File: config.mk
export PLATFORM = sky130hd
export DESIGN_NAME = fifo_write_side
export DESIGN_NICKNAME = d
export VERILOG_FILES = /design/src/rtl/fifo_write_side.sv
export SDC_FILE = /design/constraint.sdc
export NUM_CORES = 1
export LEC_CHECK = 0
export CAP_MARGIN = 20
export CORE_AREA = 3 3 40 42
export CTS_BUF_LIST = sky130_fd_sc_hd__clkbuf_8
export CTS_CLUSTER_DIAMETER = 60
export DETAILED_ROUTE_END_ITERATION = 7
export DIE_AREA = 0 0 43 45
export PLACE_DENSITY = 0.77
export SLEW_MARGIN = 20
export SYNTH_ARGS = -nofsm -noshare
export SYNTH_HDL_FRONTEND = slang
export SYNTH_SLANG_ARGS = --single-unit
export TNS_END_PERCENT = 10
File: constraint.sdc
create_clock -name clk1 -period 5.3 [get_ports clk1]
set_input_delay 0.53 -clock clk1 [delete_from_list [all_inputs] [get_ports clk1]]
set_output_delay 0.53 -clock clk1 [all_outputs]
set_load 0.03 [all_outputs]
File: src/rtl/fifo_write_side.sv
// Write-clock-domain half of a dual-clock FIFO: write pointer, Gray export, read-pointer sync, full.
// Define FIFO_ALMOST_FULL_EN to add the registered afull flag and its fill-level logic.
module fifo_write_side #(
    parameter int unsigned WIDTH     = 4
`ifdef FIFO_ALMOST_FULL_EN
    ,
    parameter int unsigned AFULL_LVL = 2
`endif
) (
    input  logic             clk1,
    input  logic             rst1,
    input  logic             count1,
    input  logic [WIDTH-1:0] pointerinw,
    output logic [WIDTH-1:0] pointeroutw,
    output logic             full,
    output logic [WIDTH-2:0] wadd,
`ifdef FIFO_ALMOST_FULL_EN
    output logic             afull,
`endif
    output logic             wen
);

    logic [WIDTH-1:0] wbin_q, wbin_d;
    logic [WIDTH-1:0] wgray_q, wgray_d;
    logic [WIDTH-1:0] rsync1_q, rsync2_q;
    logic [WIDTH-1:0] full_cmp;
    logic [WIDTH-2:0] wadd_q, wadd_d;
    logic             full_q, full_d;

    assign wen = count1 & ~full_q & ~rst1;

    always_comb begin
        wbin_d   = wen ? wbin_q + WIDTH'(1) : wbin_q;
        wgray_d  = wbin_d ^ (wbin_d >> 1);
        wadd_d   = wbin_d[WIDTH-2:0];
        // Full when the write pointer is one lap ahead: top two Gray bits inverted, rest equal.
        full_cmp = {~rsync2_q[WIDTH-1:WIDTH-2], rsync2_q[WIDTH-3:0]};
        full_d   = (wgray_d == full_cmp);
    end

    always_ff @(posedge clk1) begin
        if (rst1) begin
            wbin_q   <= '0;
            wgray_q  <= '0;
            rsync1_q <= '0;
            rsync2_q <= '0;
            wadd_q   <= '0;
            full_q   <= 1'b0;
        end else begin
            wbin_q   <= wbin_d;
            wgray_q  <= wgray_d;
            rsync1_q <= pointerinw;
            rsync2_q <= rsync1_q;
            wadd_q   <= wadd_d;
            full_q   <= full_d;
        end
    end

    assign pointeroutw = wgray_q;
    assign wadd        = wadd_q;
    assign full        = full_q;

`ifdef FIFO_ALMOST_FULL_EN
    localparam int unsigned      Depth       = 1 << (WIDTH - 1);
    localparam logic [WIDTH-1:0] AfullThresh = WIDTH'(Depth - AFULL_LVL);

    logic [WIDTH-1:0] rbin;
    logic [WIDTH-1:0] fill;
    logic             afull_q, afull_d;

    always_comb begin
        // Each binary bit is the XOR of all Gray bits from the MSB down to it.
        for (int i = 0; i < WIDTH; i++) begin
            rbin[i] = ^(rsync2_q >> i);
        end
        fill    = wbin_d - rbin;
        afull_d = (fill >= AfullThresh);
    end

    always_ff @(posedge clk1) begin
        if (rst1) begin
            afull_q <= 1'b0;
        end else begin
            afull_q <= afull_d;
        end
    end

    assign afull = afull_q;
`endif

endmodule

==> results.txt <==
----------------------------------------------------
[Finish]
  Antenna diode instance count ... 0
  Final core utilization ... 63.2%
  Net total in the final layout ... 80
  Ratio of cells with drive above 1 in the final layout ... 8.45%
  Final non-filler cell total ... 86
  Area growth from synthesis to layout ... 34.4%

[Yosys]
  Syn_nets ... 62
  Netlist Area Pre-Place ... 604 um2
  Share of synthesized flip-flops with an asynchronous set or reset ... 0%
  Dominant synthesized flop cell ... sky130_fd_sc_hd__dfxtp_1
  Biggest area consumer among synthesized cells ... sky130_fd_sc_hd__dfxtp_1
  Fraction of synthesized cell area taken by the top area cell type ... 53.0%
  Post-Synthesis Cells ... 54
  Number of distinct standard cells referenced by the synthesized netlist ... 17
  Portion of the post-synthesis area used by sequential elements ... 53.0%
  Mean area per synthesized cell ... 11.2 um2
  Count of state elements after synthesis ... 16
  EDFF count, synth ... 0
  Number of warning messages in the yosys log ... 0
  Count leader, synth ... sky130_fd_sc_hd__dfxtp_1
  Main area contributors after synthesis ... sky130_fd_sc_hd__dfxtp_1 (53%), sky130_fd_sc_hd__xnor2_1 (8.7%), sky130_fd_sc_hd__xor2_1 (7.2%), sky130_fd_sc_hd__nor2b_1 (5.2%), sky130_fd_sc_hd__nor2_1 (4.3%)
  Ranking of synthesized cells by instance count ... sky130_fd_sc_hd__dfxtp_1 (16), sky130_fd_sc_hd__nor2_1 (7), sky130_fd_sc_hd__xnor2_1 (6)

[Timing]
  Clock period minus final worst setup slack ... 2.97 ns
  Max Transition Viols Final ... 0
  Final Setup Violations ... 0
  Final period utilization ... 56.1%
  Maximum frequency from static timing analysis ... 0.336 GHz
  Maximum clock skew at final layout ... 0.00137 ns
  Setup repair after global routing missed its margin ... no
  Worst slew margin relative to its limit ... 58.8%
  Final hold violation count ... 0
  Worst slew pin tran ... 0.617 ns
  Setup_tns ... 0 ns

[Clock network]
  TritonCTS clock tree ... done
  Number of buffers between clock root and the deepest sink ... 2
  Number of gates given a new drive strength after cts ... 0
  Clock root cell ... sky130_fd_sc_hd__clkbuf_8
  Clock buffers created by TritonCTS ... 3
  Clock net sink count ... 16
  Post-CTS setup-driven buffer insertion count ... 0
  CTS HTree Levels ... 1
  Clock Latency Late Sink ... 0.25 ns
  Clock-pin transition on the worst setup and hold timing paths ... 0.06 ns
  Hold Buf Count CTS ... 0

[Die]
  Die span in x ... 43 um
  Core Box Area ... 0.00128 mm2
  I/O pin count ... 16
  Number of placement rows ... 13
  Overall die area ... 0.00194 mm2
  Vertical die dimension ... 45 um
  Initial cell density of the core ... 47.0%

[Routing]
  Total vias in the final route ... 408
  Iteration count of the initial detailed-routing pass ... 2
  Average wire length per cell after detail routing ... 10.1 um
  1st-iter DRT viols ... 3
  Vias per std cell ... 4.74
  Final ANT Viol Nets ... 0
  Detailed-route DRC error count ... 0
  Post-Route WL ... 868 um

[Placed design]
  Count of buffers from port buffering ... 15
  Total half-perimeter wirelength after legalization and detailed placement ... 639 um
  Dpl cells ... 82
  Final Wtd Congestion ... 0.676

[Power and ir drop]
  Max rail drop VDD ... 0.208 mV
  Pleak ... 0.318 nW
  Power Density ... 325 mW/mm2

[Global routing]
  Remaining global-route overflow ... 0
  Initial antenna violation count ... 0
  Global Route Usage Sum ... 11.6%
  Global-route wire length before repair ... 1620 um
  Largest net degree at the start of global routing ... 18
  Via count of the first global-routing pass ... 416

[Setup path]
  Arr. time, crit path ... 2.44 ns
  Maximum net fanout on the critical path ... 17
  Crit path launch type ... input pin
  Critical path start-end classification ... in -> out
  Req. time, crit path ... 4.77 ns
  Critical Path End Type ... output pin
  Worst R2R Setup Slack ... 3.32 ns

[Run status]
  Run status ... finished, final reports clean

[Flow run]
  Count of max-cap constraint violations ... 0

[Min path]
  Type of the worst min-delay path ... reg -> reg

----------------------------------------------------
## placed cells by master, fill, tap and decap left out
| master | netlist | layout |
|---|---|---|
| sky130_fd_sc_hd__inv_1 | 1 | 1 |
| sky130_fd_sc_hd__xnor2_1 | 6 | 6 |
| sky130_fd_sc_hd__and2b_1 | 3 | 3 |
| sky130_fd_sc_hd__nor2_1 | 7 | 7 |
| sky130_fd_sc_hd__nand3_1 | 1 | 1 |
| sky130_fd_sc_hd__dfxtp_1 | 16 | 16 |
| sky130_fd_sc_hd__nand4_1 | 1 | 1 |
| sky130_fd_sc_hd__clkdlybuf4s50_1 | 0 | 15 |
| sky130_fd_sc_hd__mux2i_1 | 2 | 2 |
| sky130_fd_sc_hd__ha_1 | 1 | 1 |
| sky130_fd_sc_hd__nor3b_4 | 1 | 1 |
| sky130_fd_sc_hd__clkbuf_8 | 0 | 4 |
| sky130_fd_sc_hd__nand2_1 | 1 | 1 |
| sky130_fd_sc_hd__a2111oi_2 | 1 | 1 |
| sky130_fd_sc_hd__xor2_1 | 5 | 5 |
| sky130_fd_sc_hd__nor2b_1 | 5 | 5 |
| sky130_fd_sc_hd__or3_1 | 1 | 1 |
## flip-flops by register name, indices dropped and copies added, names as in the netlist
signal,flops
full,1
pointeroutw,3
rsync1_q,4
rsync2_q,4
wbin_q,4
## metrics by stage
stage	worst slack (ns)	cell area, um2	total power, mW	hold slack [ns]
global route	2.22	812	0.277	0.455
global placement	2.30	757	0.161	0.414
detailed placement	2.20	757	0.162	0.420
CTS	2.30	812	0.268	0.435
finish	2.33	812	0.264	0.429
floorplan	2.87	604	0.151	0.411
## worst paths after layout
path,start,to,depth (start not counted)
worst max-delay path,rst1,wen,3
worst min-delay path,rsync1_q[3],rsync2_q[3],1
worst max register to register,full,full,5
worst min register to register,rsync1_q[3],rsync2_q[3],1
## kinds of logic (layout without fill, tap and decap cells)
family                     count (synthesis)  after routing  synth area share (%)
AOI/OAI and AO/OA                          1              1                  2.48
xor gates and xnor gates                  11             11                  15.9
adders and majority gates                  1              1                  2.07
buffers and inverters                      3             20                  3.31
DFF                                       16             16                  53.0
muxes                                      2              2                  3.31
and+or+nand+nor                           20             20                  19.9
## critical path, cell delays in order
cell and delay [ns]:
sky130_fd_sc_hd__clkdlybuf4s50_1 0.73, sky130_fd_sc_hd__nor3b_4 0.45, sky130_fd_sc_hd__clkdlybuf4s50_1 0.74
## metal layers
layer | vias up | track usage (%) | share of wire [%]
li1 | 206 | - | -
met1 | 182 | 11.3 | 43
met2 | 15 | 20.7 | 46
met3 | 5 | 3.59 | 7.3
met4 | 0 | 9.04 | 3.6
met5 | - | 0 | 0
## where the power goes
group | internal, mW | leakage (nW) | switching (mW)
sequential | 0.125 | 0.131 | 0.00252
clock | 0.0658 | 0.0288 | 0.0395
combinational | 0.0159 | 0.158 | 0.0151
## cell type report
type	count	area, um2
inverters	1	3.75
well taps	15	18.8
flip-flops and latches	16	320
multi-input cells	35	264
clock buffers	4	55.1
fillers	114	473
repair buffers	15	150
(Power assumes the default switching activity.)
